<file path="src/rtl/regbus_arb_pkg.sv">
// Shared types and constants for the Bus2Reg round-robin arbiter and its front-ends.
package regbus_arb_pkg;

    typedef enum logic [1:0] {
        IDLE = 2'd0,
        BUSY = 2'd1,
        DONE = 2'd2
    } arb_state_t;

    // Front-ends map req_err onto the AXI RRESP/BRESP encodings with these.
    localparam logic [1:0] RESP_OKAY   = 2'b00;
    localparam logic [1:0] RESP_SLVERR = 2'b10;

    // Width needed to index/count 'value' states, never less than one bit.
    function automatic int clog2_min1(input int value);
        return (value > 2) ? $clog2(value) : 1;
    endfunction

endpackage

</file>
<file path="src/rtl/regbus_arbiter_if.sv">
// Requester-side and Bus2Reg-side signals of the arbiter, bundled for port connection.
interface regbus_arbiter_if #(
    parameter int N_REQ      = 2,
    parameter int DATA_WIDTH = 32,
    parameter int ADDR_WIDTH = 32
);
    logic [N_REQ-1:0]                 req_valid;
    logic [N_REQ-1:0]                 req_is_wr;
    logic [N_REQ-1:0][ADDR_WIDTH-1:0] req_addr;
    logic [N_REQ-1:0][DATA_WIDTH-1:0] req_wr_data;
    logic [N_REQ-1:0][DATA_WIDTH-1:0] req_wr_biten;
    logic [N_REQ-1:0]                 req_ready;
    logic                             req_err;
    logic [DATA_WIDTH-1:0]            rsp_rd_data;

    logic                             bus_req;
    logic                             bus_req_is_wr;
    logic [ADDR_WIDTH-1:0]            bus_addr;
    logic [DATA_WIDTH-1:0]            bus_wr_data;
    logic [DATA_WIDTH-1:0]            bus_wr_biten;
    logic                             bus_ready;
    logic [DATA_WIDTH-1:0]            bus_rd_data;
    logic                             bus_req_stall_wr;
    logic                             bus_req_stall_rd;

    // The arbiter owns the shared register bus.
    modport master (
        input  req_valid, req_is_wr, req_addr, req_wr_data, req_wr_biten,
        output req_ready, req_err, rsp_rd_data,
        output bus_req, bus_req_is_wr, bus_addr, bus_wr_data, bus_wr_biten,
        input  bus_ready, bus_rd_data, bus_req_stall_wr, bus_req_stall_rd
    );

    modport slave (
        output req_valid, req_is_wr, req_addr, req_wr_data, req_wr_biten,
        input  req_ready, req_err, rsp_rd_data,
        input  bus_req, bus_req_is_wr, bus_addr, bus_wr_data, bus_wr_biten,
        output bus_ready, bus_rd_data, bus_req_stall_wr, bus_req_stall_rd
    );

endinterface

</file>
<file path="src/rtl/rr_pick.sv">
// Combinational round-robin picker: first set request searching upward from last_grant+1.
module rr_pick
    import regbus_arb_pkg::*;
#(
    parameter  int N_REQ = 2,
    localparam int GW    = clog2_min1(N_REQ)
) (
    input  logic [N_REQ-1:0] req_valid,
    input  logic [GW-1:0]    last_grant,
    output logic [GW-1:0]    grant,
    output logic             any
);

    // One extra bit so last_grant+N_REQ never overflows before the wrap.
    localparam int CW = GW + 1;

    logic [CW-1:0] cand;

    always_comb begin
        grant = '0;
        any   = 1'b0;
        cand  = '0;
        for (int off = 1; off <= N_REQ; off++) begin
            cand = {1'b0, last_grant} + CW'(off);
            if (cand >= CW'(N_REQ)) begin
                cand = cand - CW'(N_REQ);
            end
            if (!any && req_valid[cand[GW-1:0]]) begin
                grant = cand[GW-1:0];
                any   = 1'b1;
            end
        end
    end

endmodule

</file>
<file path="src/rtl/regbus_arbiter.sv">
// Round-robin arbiter sharing one Bus2Reg register-map port among N_REQ front-ends,
// with a watchdog that aborts accesses the register map never acknowledges.
module regbus_arbiter
    import regbus_arb_pkg::*;
#(
    parameter int N_REQ      = 2,
    parameter int DATA_WIDTH = 32,
    parameter int ADDR_WIDTH = 32,
    parameter int TIMEOUT    = 255
) (
    input logic              ACLK,
    input logic              ARESET,
    regbus_arbiter_if.master bus_if
);

    localparam int GW = clog2_min1(N_REQ);
    localparam int WW = clog2_min1(TIMEOUT + 1);

    arb_state_t            state_q;
    logic [GW-1:0]         grant_q;
    logic [GW-1:0]         last_grant_q;
    logic                  hold_wr_q;
    logic [ADDR_WIDTH-1:0] hold_addr_q;
    logic [DATA_WIDTH-1:0] hold_data_q;
    logic [DATA_WIDTH-1:0] hold_biten_q;
    logic [WW-1:0]         wd_cnt_q;
    logic [WW-1:0]         wd_cnt_d;
    logic [N_REQ-1:0]      req_ready_q;
    logic                  req_err_q;
    logic [DATA_WIDTH-1:0] rd_data_q;

    logic [GW-1:0]         pick_grant;
    logic                  pick_any;
    logic                  stall;
    logic                  timeout_hit;
    logic [N_REQ-1:0]      grant_onehot;

    rr_pick #(
        .N_REQ (N_REQ)
    ) u_rr_pick (
        .req_valid  (bus_if.req_valid),
        .last_grant (last_grant_q),
        .grant      (pick_grant),
        .any        (pick_any)
    );

    always_comb begin
        stall        = hold_wr_q ? bus_if.bus_req_stall_wr : bus_if.bus_req_stall_rd;
        wd_cnt_d     = (&wd_cnt_q) ? wd_cnt_q : wd_cnt_q + 1'b1;
        timeout_hit  = (TIMEOUT != 0) && (wd_cnt_d == WW'(TIMEOUT));
        grant_onehot = N_REQ'(1) << grant_q;
    end

    always_ff @(posedge ACLK or posedge ARESET) begin
        if (ARESET) begin
            state_q      <= IDLE;
            grant_q      <= '0;
            last_grant_q <= GW'(N_REQ - 1);
            hold_wr_q    <= 1'b0;
            hold_addr_q  <= '0;
            hold_data_q  <= '0;
            hold_biten_q <= '0;
            wd_cnt_q     <= '0;
            req_ready_q  <= '0;
            req_err_q    <= 1'b0;
            rd_data_q    <= '0;
        end else begin
            case (state_q)
                IDLE: begin
                    if (pick_any) begin
                        grant_q      <= pick_grant;
                        hold_wr_q    <= bus_if.req_is_wr[pick_grant];
                        hold_addr_q  <= bus_if.req_addr[pick_grant];
                        hold_data_q  <= bus_if.req_wr_data[pick_grant];
                        hold_biten_q <= bus_if.req_wr_biten[pick_grant];
                        wd_cnt_q     <= '0;
                        state_q      <= BUSY;
                    end
                end
                BUSY: begin
                    // A completion in the same cycle as the timeout takes priority.
                    if (bus_if.bus_ready) begin
                        rd_data_q   <= hold_wr_q ? '0 : bus_if.bus_rd_data;
                        req_err_q   <= 1'b0;
                        req_ready_q <= grant_onehot;
                        state_q     <= DONE;
                    end else if (!stall) begin
                        wd_cnt_q <= wd_cnt_d;
                        if (timeout_hit) begin
                            rd_data_q   <= '0;
                            req_err_q   <= 1'b1;
                            req_ready_q <= grant_onehot;
                            state_q     <= DONE;
                        end
                    end
                end
                DONE: begin
                    req_ready_q  <= '0;
                    req_err_q    <= 1'b0;
                    last_grant_q <= grant_q;
                    state_q      <= IDLE;
                end
                default: state_q <= IDLE;
            endcase
        end
    end

    // bus_req follows state_q directly so an asynchronous reset drops it at once.
    assign bus_if.bus_req       = (state_q == BUSY) && !stall;
    assign bus_if.bus_req_is_wr = hold_wr_q;
    assign bus_if.bus_addr      = hold_addr_q;
    assign bus_if.bus_wr_data   = hold_data_q;
    assign bus_if.bus_wr_biten  = hold_biten_q;
    assign bus_if.req_ready     = req_ready_q;
    assign bus_if.req_err       = req_err_q;
    assign bus_if.rsp_rd_data   = rd_data_q;

endmodule

</file>
<file path="src/flat_wrapper.sv">
// flat-port wrapper written by rule: the top's interface ports become plain ports
module regbus_arbiter_flat import regbus_arb_pkg::*;
#(
    parameter int N_REQ      = 2,
    parameter int DATA_WIDTH = 32,
    parameter int ADDR_WIDTH = 32,
    parameter int TIMEOUT    = 255
)
  (ACLK, ARESET, bus_if_req_valid, bus_if_req_is_wr, bus_if_req_addr, bus_if_req_wr_data, bus_if_req_wr_biten, bus_if_req_ready, bus_if_req_err, bus_if_rsp_rd_data, bus_if_bus_req, bus_if_bus_req_is_wr, bus_if_bus_addr, bus_if_bus_wr_data, bus_if_bus_wr_biten, bus_if_bus_ready, bus_if_bus_rd_data, bus_if_bus_req_stall_wr, bus_if_bus_req_stall_rd);
  regbus_arbiter_if #(.N_REQ(N_REQ), .DATA_WIDTH(DATA_WIDTH), .ADDR_WIDTH(ADDR_WIDTH)) bus_if_i ();
  input logic ACLK;
  input logic ARESET;
  input wire logic [$bits(bus_if_i.req_valid)-1:0] bus_if_req_valid;
  input wire logic [$bits(bus_if_i.req_is_wr)-1:0] bus_if_req_is_wr;
  input wire logic [$bits(bus_if_i.req_addr)-1:0] bus_if_req_addr;
  input wire logic [$bits(bus_if_i.req_wr_data)-1:0] bus_if_req_wr_data;
  input wire logic [$bits(bus_if_i.req_wr_biten)-1:0] bus_if_req_wr_biten;
  output wire logic [$bits(bus_if_i.req_ready)-1:0] bus_if_req_ready;
  output wire logic [$bits(bus_if_i.req_err)-1:0] bus_if_req_err;
  output wire logic [$bits(bus_if_i.rsp_rd_data)-1:0] bus_if_rsp_rd_data;
  output wire logic [$bits(bus_if_i.bus_req)-1:0] bus_if_bus_req;
  output wire logic [$bits(bus_if_i.bus_req_is_wr)-1:0] bus_if_bus_req_is_wr;
  output wire logic [$bits(bus_if_i.bus_addr)-1:0] bus_if_bus_addr;
  output wire logic [$bits(bus_if_i.bus_wr_data)-1:0] bus_if_bus_wr_data;
  output wire logic [$bits(bus_if_i.bus_wr_biten)-1:0] bus_if_bus_wr_biten;
  input wire logic [$bits(bus_if_i.bus_ready)-1:0] bus_if_bus_ready;
  input wire logic [$bits(bus_if_i.bus_rd_data)-1:0] bus_if_bus_rd_data;
  input wire logic [$bits(bus_if_i.bus_req_stall_wr)-1:0] bus_if_bus_req_stall_wr;
  input wire logic [$bits(bus_if_i.bus_req_stall_rd)-1:0] bus_if_bus_req_stall_rd;
  assign bus_if_i.req_valid = bus_if_req_valid;
  assign bus_if_i.req_is_wr = bus_if_req_is_wr;
  assign bus_if_i.req_addr = bus_if_req_addr;
  assign bus_if_i.req_wr_data = bus_if_req_wr_data;
  assign bus_if_i.req_wr_biten = bus_if_req_wr_biten;
  assign bus_if_req_ready = bus_if_i.req_ready;
  assign bus_if_req_err = bus_if_i.req_err;
  assign bus_if_rsp_rd_data = bus_if_i.rsp_rd_data;
  assign bus_if_bus_req = bus_if_i.bus_req;
  assign bus_if_bus_req_is_wr = bus_if_i.bus_req_is_wr;
  assign bus_if_bus_addr = bus_if_i.bus_addr;
  assign bus_if_bus_wr_data = bus_if_i.bus_wr_data;
  assign bus_if_bus_wr_biten = bus_if_i.bus_wr_biten;
  assign bus_if_i.bus_ready = bus_if_bus_ready;
  assign bus_if_i.bus_rd_data = bus_if_bus_rd_data;
  assign bus_if_i.bus_req_stall_wr = bus_if_bus_req_stall_wr;
  assign bus_if_i.bus_req_stall_rd = bus_if_bus_req_stall_rd;
  regbus_arbiter #(.N_REQ(N_REQ), .DATA_WIDTH(DATA_WIDTH), .ADDR_WIDTH(ADDR_WIDTH), .TIMEOUT(TIMEOUT)) u_core (.ACLK(ACLK), .ARESET(ARESET), .bus_if(bus_if_i));
endmodule
</file>
<file path="config.mk">
export PLATFORM = sky130hd
export DESIGN_NAME = regbus_arbiter_flat
export DESIGN_NICKNAME = d
export VERILOG_FILES = /design/src/rtl/regbus_arb_pkg.sv /design/src/rtl/regbus_arbiter_if.sv /design/src/rtl/rr_pick.sv /design/src/rtl/regbus_arbiter.sv /design/src/flat_wrapper.sv
export SDC_FILE = /design/constraint.sdc
export NUM_CORES = 1
export LEC_CHECK = 0
export CAP_MARGIN = 0
export CORE_ASPECT_RATIO = 0.5
export CORE_MARGIN = 1.5
export CORE_UTILIZATION = 42
export CTS_CLUSTER_DIAMETER = 60
export DETAILED_ROUTE_END_ITERATION = 10
export MAX_ROUTING_LAYER = met4
export PLACE_DENSITY_LB_ADDON = 0.3
export SYNTH_ARGS = -nofsm -noshare
export SYNTH_HDL_FRONTEND = slang
export SYNTH_SLANG_ARGS = --single-unit
</file>
<file path="constraint.sdc">
create_clock -name ACLK -period 7.2 [get_ports ACLK]
set_clock_uncertainty 0.1 [all_clocks]
set_input_delay 1.44 -clock ACLK [delete_from_list [all_inputs] [get_ports ACLK]]
set_output_delay 1.44 -clock ACLK [all_outputs]
set_load 0.05 [all_outputs]
</file>
Word level (Yosys, flattened, before mapping)

Cells that the tools add are included.

Bits in registers: 144
Word-level logic and storage cells: 86
Bits of input ports: 233
Output and inout bits: 133

Order comparisons: 5
Mux-type cells: 41
Reduce and logical (&&, ||, !) cells: 14
Shift-type cells: 1
Eq/ne operators: 9
$add $sub $neg: 5

Operator list:

| operator                                                              | count |
|---|---|
| 32-bit two-way mux                                                    | 10 |
| 8-bit two-way mux                                                     | 4 |
| 1-bit two-way mux                                                     | 16 |
| 8-bit case mux with 2 select lines                                    | 1 |
| 2-bit two-way mux                                                     | 7 |
| 3-bit AND reduction                                                   | 3 |
| 8-bit by 1-bit adder with 8-bit output (second input constant)        | 1 |
| 8-bit == test (second input constant)                                 | 1 |
| 2-bit case mux with 2 select lines                                    | 2 |
| 8-bit AND reduction                                                   | 1 |
| 1-bit by 2-bit < comparator with 1-bit output (second input constant) | 3 |
| 2-bit != test (second input constant)                                 | 3 |
| 2-bit nonzero test                                                    | 3 |
| 2-bit >= comparator (second input constant)                           | 2 |
| 4-bit AND reduction                                                   | 1 |
| 3-bit by 2-bit != test with 1-bit output (second input constant)      | 1 |
| 3-bit != test (second input constant)                                 | 1 |
| 1-bit by 1-bit adder with 2-bit output (second input constant)        | 1 |
| 1-bit by 2-bit adder with 2-bit output (second input constant)        | 1 |
| 2-bit by 1-bit == test with 1-bit output (second input constant)      | 1 |
| 2-bit == test (second input constant)                                 | 1 |
| 1-bit logical AND                                                     | 2 |
| 1-bit zero test                                                       | 2 |
| 2-bit zero test                                                       | 1 |
| other kinds (5)                                                       | 6 |

Depth between registers and ports, before layout

Gate-level depths: netlist of run 1.

Depth in word-level cells: 11
Depth in mapped cells: 9
Gate-level depth less buffers: 8

Cells and area by module

A second synthesis of run 1 with hierarchy kept.

Cells, all modules: 678
Area, all modules: 6861.6 µm²

By module, submodules not included:

| module         | times used | sequential area each (µm²) | area an instance (µm²) | cells an instance |
|---|---|---|---|---|
| regbus_arbiter | 1          | 3604.7                     | 6847.8                 | 676 |
| rr_pick        | 1          | 0.0                        | 13.8                   | 2 |

Worst setup path before layout of run 1

Ideal clock, no wire load.

Path type: input to output
From: in bus_if_bus_req_stall_wr
To: out bus_if_bus_req
Required time: 5.660 ns
Buffers on the path: 0
Setup slack: 3.604 ns
Stages on the path: 2
Arrival time: 2.056 ns
Path through: mux2i_1 -> and2_1

Longest elaborated chain between the ends: 3

RTL lines:

| element           | line                  | RTL |
|---|---|---|
| from (decl)       | flat_wrapper.sv:28    | `input wire logic [$bits(bus_if_i.bus_req_stall_wr)-1:0] bus_if_bus_req_stall_wr;` |
| 1-bit two-way mux | regbus_arbiter.sv:48  | `stall = hold_wr_q ? bus_if.bus_req_stall_wr : bus_if.bus_req_stall_rd;` |
| 1-bit zero test   | --                    |  |
| 1-bit logical AND | regbus_arbiter.sv:109 | `assign bus_if.bus_req = (state_q == BUSY) && !stall;` |
| to (decl)         | flat_wrapper.sv:21    | `output wire logic [$bits(bus_if_i.bus_req)-1:0] bus_if_bus_req;` |

Every way passes these cells.

Worst setup path after layout of run 1

From: in bus_if_bus_req_stall_rd
To: out bus_if_bus_req

Longest elaborated chain between the ends: 3

RTL lines:

| element           | line                  | RTL |
|---|---|---|
| from (decl)       | flat_wrapper.sv:29    | `input wire logic [$bits(bus_if_i.bus_req_stall_rd)-1:0] bus_if_bus_req_stall_rd;` |
| 1-bit two-way mux | regbus_arbiter.sv:48  |  |
| 1-bit zero test   | --                    |  |
| 1-bit logical AND | regbus_arbiter.sv:109 |  |

Every way passes these cells.

==> results.md, run 1 <==
* Clk buf depth at 2
* Clock power frac at 16.0%
* Fmax achieved at 0.218 GHz
* Final hold violations at 0
* Final std cells w/o fill at roughly 1200
* Synth Net Count at 840
* First-pass GRT wire length at 30500 um
* Vias/cell at 4.98
* Grt ovf at 0
* Die area at between 15000 and 20000 um2
* WS Path Type: primary input to output pin
* CTS H-Tree Depth at 4
* Starting density of the core at around 43%
* Hold buffer count at cts at 0
* Final setup viols at 0
* ANT cells at 0
* Switching Fraction at 49.4%
* Switch Pwr at 2.62 mW
* Hold Crit Class: register to register
* Sequential element share of the synthesized area at between 50% and 60%
* Mapped cell area at 6540 um2
* P_leak at 4.71 nW
* Commonest non-fill, non-tap cells in the layout: clkdlybuf4s50_1 (365), dfrtp_1 (143), nand2_1 (105), o21ai_0 (102), mux2i_1 (98)
* Post-synth cell types at 46
* Setup ws final at 2.62 ns
* CORE AREA at 15300 um2
* Ys Warns at 0
* Slew @ Worst Pin at 1.12 ns
* Initial antenna violation count at 0
* Dpl hpwl at 14600 um
* Setup Fix Bufs, Post-CTS at 0
* ANT nets after route at 0
* WL final at 19500 um
* Status: finished, final reports clean
* Syn_area_per_cell at 10.9 um2
* CP required at ~5.7 ns
* GR Util All Layers at 24.3%
* Crit path time final at 4.58 ns
* Post-CTS sizing at 0
* Area Overhead vs Synth at 66.3%
* Skew-Pair Late Insertion Delay at 0.41 ns
* CTS buffer count at 17
* Final cell utilization of the core at 71.0%
* Post-Syn Instances at 603
* Core Rows at 32
* Placer Congestion at ~0.84
* Port-buffer cells at 365
* CP Cell Sequence: clkdlybuf4s50_1, mux2i_1, and2_1, clkdlybuf4s50_1
* Worst Setup Start Kind: primary input
* Final nets at 1186
* Final period util at around 64%
* Peak supply drop at 0.245 mV
* Slew headroom at 25.2%
* Crit path capture type: output pin
* DR vias at 5809
* Post-synth top area share at 54.7%
* Yosys top cell by area: dfrtp_1
* Clock slew at reported path FFs at 0.07 ns
* Commonest non-fill, non-tap cell in the layout: clkdlybuf4s50_1
* Max-Cap Viols at 0
* Share of cells above drive strength 1 at ~5.6%
* Flop pwr share at between 20% and 30%
* Crit path max-delay cell type: clkdlybuf4s50_1
* CP arrival at 3.04 ns
* Internal power at 2.68 mW
* Detailed Routing Iterations Pass 1 at 4
* CP most frequent cell: clkdlybuf4s50_1
* Number of global-route vias before repair at 5877
* Largest cells by area after synthesis: dfrtp_1 (55%), mux2i_1 (15%), o21ai_0 (7.8%)
* Initial drt markers at ~220
* Max FO, Critical Path at 3
* Root Driver: clkbuf_16
* Final routed DRC violation total at 0
* Clk sinks at 144
* RSZ-0062 raised after global routing: false
* Largest net degree at the start of global routing at around 120
* I/O pin count at between 300 and 400
* Critical Path Max Stage Delay at 0.80 ns
* Setup TNS at 0 ns
* DP Worst Slack at 2.64 ns
* Power Density at between 400 and 500 nW/um2
* Synth Register Bits at 144
* Max-slew violations at 0
* Die Ht at 91.3 um
* TritonCTS clock tree: done
* Post-Place Cells at about 1100
* Reg2reg setup slack at ~4.4 ns
* Combinational power share at 57.4%
* Top delay family on crit path: buffers and inverters
* Worst path bufs/invs at 2
* WHS at 0.380 ns
* Routed length per placed instance at 16.8 um
* Die X at 180 um
kinds of logic after synthesis:
group           Yosys count  synth area share [%]
flops                   144                  55.1
compound gates          167                  15.8
xor+xnor                  2                 0.268
mux                     100                  15.4
fa+ha+maj                 4                 0.765
simple gates            133                  8.89
buf+inv                  53                  3.82
sequential cells by signal (all words and copies together) (netlist names):
register                     flops
u_core.bus_if.bus_addr          32
u_core.bus_if.bus_wr_biten      32
u_core.bus_if.bus_wr_data       32
u_core.bus_if.rsp_rd_data       32
u_core.wd_cnt_q                  8
u_core.bus_if.req_ready          2
u_core.state_q                   2
u_core.bus_if.bus_req_is_wr      1
u_core.bus_if.req_err            1
u_core.grant_q                   1
u_core.last_grant_q              1
worst min-delay path: stages, from the launching register on:
cell	delay, ns
dfrtp_1	0.34
nand2_1	0.04
o21ai_0	0.06
path summary, 6_finish.rpt:
kind | to | startpoint | cells after the start
min in group asynchronous | u_core.bus_if.bus_wr_data[11] | ARESET | 2
max in group asynchronous | u_core.bus_if.rsp_rd_data[30] | ARESET | 3
worst max-delay path | bus_if_bus_req | bus_if_bus_req_stall_rd | 4
worst max register to register | u_core.wd_cnt_q[1] | u_core.state_q[1] | 7
worst min register to register | u_core.bus_if.bus_wr_biten[30] | u_core.bus_if.bus_wr_biten[30] | 2
worst min-delay path | u_core.bus_if.bus_wr_biten[30] | u_core.bus_if.bus_wr_biten[30] | 2
metal layers:
metal	GRT usage [%]	up-vias	wire length [um]
met5	-	-	0
met4	5.63	0	198
met3	5.46	17	985
met2	43.0	184	10200
met1	28.4	2782	8170
li1	-	2826	-
through the flow:
stage          total power [mW]  area (um2)
3_5_place_dp               4.48       10300
4_1_cts                    5.34       10900
2_1_floorplan              3.38        6540
5_1_grt                    5.56       10900
3_3_place_gp               4.42       10300
6_report                   5.30       10900
Yosys cell counts, drive strengths merged:
cell	n
clkbuf	26
xnor2	2
or3b	1
a221o	1
nand2	105
dfstp	1
nor2	6
inv	9
mux2i	98
buf	18
a21boi	1
nand4b	1
nor2b	1
dfrtp	143
o22ai	3
and2	1
nor3	2
a2bb2oi	1
a22oi	3
ha	4
and2b	1
mux2	2
a22o	33
nor3b	1
o211ai	1
a21oi	14
and3	2
nand3b	2
a31o	1
o21ai	105
o2bb2ai	1
nand2b	3
nand4	2
a41oi	2
nand3	4
a32oi	1
nor4	1
power by group through the flow:
| stage | combinational (mW) | clock (mW) | sequential, mW |
|---|---|---|---|
| final | 3.04 | 0.846 | 1.41 |
| after global routing | 3.19 | 0.900 | 1.46 |
| after CTS | 3.07 | 0.864 | 1.41 |
| after detailed placement | 3.05 | 0 | 1.42 |
| after global placement | 3.01 | 0 | 1.40 |
| after floorplan | 0.712 | 0 | 2.67 |
area by class of cell:
type,instances,area (um2)
fillers,1171,4450
flip-flops and latches,144,3600
inverters,9,38.8
clock inverters,15,144
multi-input cells,406,2710
well taps,204,255
repair buffers,371,3700
clock buffers,17,425
Power figures use the tool's default switching activity.
==> run 2: changes to the inputs <==
Settings changed: CORE_UTILIZATION 42 to 35.
Clock period 7.2 ns to 4.1 ns, I/O delays scaled along.
==> results.md, run 2 (synthesis gave the netlist of run 1 again) <==
* Slew headroom at 42.2%
* Core Rows at 35
* Setup Fix Bufs, Post-CTS at 0
* Die X at approximately 200 um
* Internal power at 4.74 mW
* Starting density of the core at 35.7%
* Combinational power share at 58.0%
* Reg2reg start: u_core.wd_cnt_q[0]
* Final period util at 82.9%
* Multi-input combinational cell area at 2710 um2
* CP Cell Sequence: clkdlybuf4s50_1, mux2i_1, and2_1, clkdlybuf4s50_1
* CP most frequent cell: clkdlybuf4s50_1
* Reg2reg setup slack at 1.36 ns
* Final hold violations at 0
* Placer Congestion at just under 0.9
* Met1 usage at 25.3%
* Slew @ Worst Pin at 0.866 ns
* WL final at 19900 um
* Skew-Pair Late Insertion Delay at 0.41 ns
* Clock power frac at 15.1%
* Number of global-route vias before repair at 5776
* I/O pin count at 366
* Commonest non-fill, non-tap cell in the layout: clkdlybuf4s50_1
* Max FO, Critical Path at 3
* Met3 global-route usage at 4.10%
* Setup crit start: bus_if_bus_req_stall_wr
* CP required at 3.18 ns
* RSZ-0062 raised after global routing: false
* TritonCTS clock tree: done
* Vias/cell at 4.75
* Crit path time final at 3.40 ns
* Hold buffer count at cts at 0
* R2R depth at 7
* Hold Crit Class: register to register
* Share of cells above drive strength 1 at 6.00%
* P_leak at 4.73 nW
* GR Util met2 at 36.3%
* Power Density at 844 nW/um2
* GR Util All Layers at 21.0%
* Grt ovf at 0
* Crit path max-delay cell type: clkdlybuf4s50_1
* ANT cells at 0
* Hold Path Depth at 2
* CTS H-Tree Depth at 4
* Detailed Routing Iterations Pass 1 at 5
* Initial drt markers at approximately 180
* CP arrival at 2.48 ns
* Max-Cap Viols at 0
* Status: finished, final reports clean
* Dpl hpwl at 15300 um
* Die Ht at 99.7 um
* Final routed DRC violation total at 0
* Top delay family on crit path: buffers and inverters
* Crit path capture type: output pin
* Die area at 19600 um2
* Power consumption at 9.27 mW
* Clk buf depth at 2
* Post-CTS sizing at 0
* Clk sinks at 144
* Critical Path Max Stage Delay at 0.80 ns
* Final setup viols at 0
* WS Path Type: primary input to output pin
* Peak supply drop at 0.354 mV
* Switch Pwr at 4.53 mW
* Root Driver: clkbuf_16
* ANT nets after route at 0
* Busiest grt layer: met2
* Initial antenna violation count at 0
* FF/Latch Area at 3600 um2
* Max-slew violations at 0
* R2r endpoint: u_core.bus_if.rsp_rd_data[19]
* Routed length per placed instance at 16.4 um
* Critical path depth at 4
* First-pass GRT wire length at approximately 31000 um
* Worst path bufs/invs at 2
* CTS buffer count at 17
* Commonest non-fill, non-tap cells in the layout: clkdlybuf4s50_1 (365), dfrtp_1 (143), nand2_1 (105), o21ai_0 (102), mux2i_1 (98)
* Hold EP: u_core.bus_if.bus_wr_biten[25]
* Filler cell count in the final layout at 1587
* Area Overhead vs Synth at 67.9%
* CORE AREA at 18300 um2
* Setup TNS at 0 ns
* Switching Fraction at 48.9%
* Clock slew at reported path FFs at 0.06 ns
* Largest net degree at the start of global routing at 89
* Port-buffer cells at approximately 370
* Worst Setup Start Kind: primary input
* Final nets at 1191
* Flop pwr share at 26.9%
* Hold Crit Start: u_core.bus_if.bus_wr_biten[25]
* Fmax achieved at ~0.29 GHz
* DR vias at roughly 5700
run 2: tightest hold or removal path, delay by kind of cell (launching register included):
kind | cells | cell delay (ns)
AOI/OAI and AO/OA | 1 | 0.06
DFF | 1 | 0.34
and+or+nand+nor | 1 | 0.04
run 2: final cells by class:
cell class | count | share of cell area [%]
Timing Repair Buffer | 376 | 34.6
Sequential cell | 144 | 32.8
Multi-Input combinational cell | 406 | 24.7
Clock buffer | 19 | 4.03
Tap cell | 240 | 2.73
Clock inverter | 13 | 0.831
Inverter | 9 | 0.342
run 2: routing by layer:
metal	vias to the layer above	share of wire, %
met4	0	1.4
met2	169	52
li1	2827	-
met5	-	0
met1	2720	43
met3	19	3.8
run 2: worst max-delay path by stage:
stage | end | slack (ns)
2_1_floorplan | u_core.bus_if.bus_addr[0] | 1.38
3_3_place_gp | bus_if_bus_req | 0.74
3_5_place_dp | bus_if_bus_req | 0.70
4_1_cts | bus_if_bus_req | 0.70
5_1_grt | bus_if_bus_req | 0.65
6_report | bus_if_bus_req | 0.70
run 2: through the flow:
| step | util (%) | setup WS (ns) | hold slack (ns) | cell area, um2 | std cells |
|---|---|---|---|---|---|
| 6_report | 59.9 | 0.700 | 0.378 | 11000 | 1207 |
| 5_1_grt | 59.9 | 0.649 | 0.403 | 11000 | 1207 |
| 4_1_cts | 59.9 | 0.697 | 0.383 | 11000 | 1207 |
| 3_5_place_dp | 57.0 | 0.702 | 0.369 | 10500 | 1175 |
| 3_3_place_gp | 57.0 | 0.743 | 0.360 | 10500 | 1175 |
| 2_1_floorplan | - | 1.38 | 0.414 | 6550 | 603 |
run 2: power by group through the flow:
| stage | Clock, mW | Sequential (mW) | Combinational [mW] |
|---|---|---|---|
| 2_1_floorplan | 0 | 4.69 | 1.25 |
| 3_5_place_dp | 0 | 2.51 | 5.41 |
| 3_3_place_gp | 0 | 2.49 | 5.34 |
| 4_1_cts | 1.43 | 2.50 | 5.42 |
| 6_report | 1.40 | 2.49 | 5.38 |
| 5_1_grt | 1.50 | 2.58 | 5.67 |
==> run 3: changes to the inputs <==
Clock period 4.1 ns to 2.9 ns, I/O delays scaled along.
==> results.md, run 3 (synthesis gave the netlist of run 1 again) <==
* Status: finished, final reports clean
* CORE AREA at about 18000 um2
* CTS buffer count at 17
* Hold Crit Start: u_core.bus_if.bus_wr_biten[19]
* Die Ht at 99.7 um
* TritonCTS clock tree: done
* Final period util at approximately 91%
* Final setup viols at 0
* Peak supply drop at 0.602 mV
* Clk sinks at 144
* Detailed Routing Iterations Pass 1 at 5
* Clk buf depth at 2
* Worst Setup Start Kind: register
* Reg2reg setup slack at ~0.27 ns
* Routed length per placed instance at 16.7 um
* Setup Fix Bufs, Post-CTS at 0
* Commonest non-fill, non-tap cells in the layout: clkdlybuf4s50_1 (364), dfrtp_1 (143), nand2_1 (105), o21ai_0 (102), mux2i_1 (98)
* Core Rows at 35
* Die X at between 150 and 200 um
* Initial drt markers at 238
* Placer Congestion at 0.903
* Slew headroom at 26.7%
* Share of cells above drive strength 1 at between 6 and 7%
* RSZ-0062 raised after global routing: false
* Crit path capture type: register
* DP Worst Slack at -0.0189 ns
* Skew-Pair Late Insertion Delay at 0.40 ns
* ANT nets after route at 0
* Dpl hpwl at 15300 um
* Vias/cell at 4.78
* WL final at 20200 um
* Final routed DRC violation total at 0
* Clock slew at reported path FFs at 0.06 ns
* Final cell utilization of the core at 60.9%
* Hold EP: u_core.bus_if.bus_wr_biten[19]
* Port-buffer cells at 365
* First-pass GRT wire length at about 31000 um
* Hold Path Depth at 2
* Hold buffer count at cts at 0
* I/O pin count at between 300 and 400
* Largest net degree at the start of global routing at 86
* Post-CTS sizing at 0
* DR vias at 5804
* R2R depth at 7
* Power Density at 1210 nW/um2
* P_leak at 4.83 nW
* Slew @ Worst Pin at between 1 and 1.5 ns
* CP required at 3.08 ns
* Starting density of the core at 35.7%
* Crit path time final at between 2 and 3 ns
* WS Path Type: register to register
* Grt ovf at 0
* R2r endpoint: u_core.bus_if.rsp_rd_data[28]
* Area Overhead vs Synth at 70.8%
* Initial antenna violation count at 0
* Final nets at approximately 1200
* Commonest non-fill, non-tap cell in the layout: clkdlybuf4s50_1
* Power consumption at 13.6 mW
* Setup TNS at 0 ns
* ANT cells at 0
* Root Driver: clkbuf_16
* CP arrival at around 2.8 ns
* Reg2reg start: u_core.wd_cnt_q[1]
* Max FO, Critical Path at 32
* Number of global-route vias before repair at roughly 6000
* Fmax achieved at 0.380 GHz
* Setup ws final at 0.267 ns
* Max-Cap Viols at 0
* GR Util All Layers at 21.2%
* Final hold violations at 0
* Hold Crit Class: register to register
* CTS H-Tree Depth at 4
* Die area at 19600 um2
* Max-slew violations at 0
-- run 3: changes by cell type in the layout (fill, tap and decap cells not counted), moves of 2 or more --
cell        change
buf_4           +7
bufinv_16       +5
clkinv_2        -3
buf_12          +2
clkinv_4        -2
clkinvlp_4      -2
-- run 3: stage by stage --
step	cell area (um2)	hold slack [ns]	instances
after global placement	10500	0.360	1183
after CTS	11200	0.383	1213
final	11200	0.375	1213
after floorplan	6550	0.414	603
after detailed placement	10500	0.369	1183
after global routing	11200	0.403	1213
-- run 3: routing by layer --
layer	routed length [um]	up-vias	GRT usage, %
li1	-	2850	-
met1	8610	2744	25.9
met2	10400	186	36.3
met3	882	24	4.04
met4	319	0	5.98
met5	0	-	-
-- run 3: area by class of cell --
| cell class | count | area (um2) |
|---|---|---|
| timing repair buffer | 384 | 3880 |
| fill | 1553 | 7170 |
| clock inverter | 10 | 185 |
| multi-input combinational | 406 | 2710 |
| clock buffer | 20 | 457 |
| tap | 240 | 300 |
| inverter | 9 | 37.5 |
| sequential | 144 | 3600 |
-- run 3: where the power goes --
group / internal (mW) / switching [mW]
combinational: 2.65 / 5.00
sequential: 2.97 / 0.571
clock: 1.56 / 0.830
-- run 3: worst max-delay path by stage --
stage	slack (ns)	to	start	cells after the start
2_1_floorplan	0.42	u_core.bus_if.bus_addr[0]	ARESET	1
3_3_place_gp	0.08	u_core.bus_if.rsp_rd_data[16]	bus_if_bus_req_stall_wr	7
3_5_place_dp	-0.02	u_core.wd_cnt_q[0]	bus_if_bus_req_stall_rd	7
4_1_cts	0.31	u_core.wd_cnt_q[0]	u_core.state_q[1]	8
5_1_grt	0.06	u_core.wd_cnt_q[1]	u_core.state_q[1]	8
6_report	0.27	u_core.bus_if.rsp_rd_data[28]	u_core.wd_cnt_q[1]	7
-- run 3: critical path, cell delays in order, from the launching register on --
cell and delay (ns):
dfrtp_1 0.44, ha_1 0.34, nand4_1 0.24, nor2_2 0.21, a22oi_1 0.16, nor4_4 0.41
o21ai_4 0.31, a22o_1 0.28
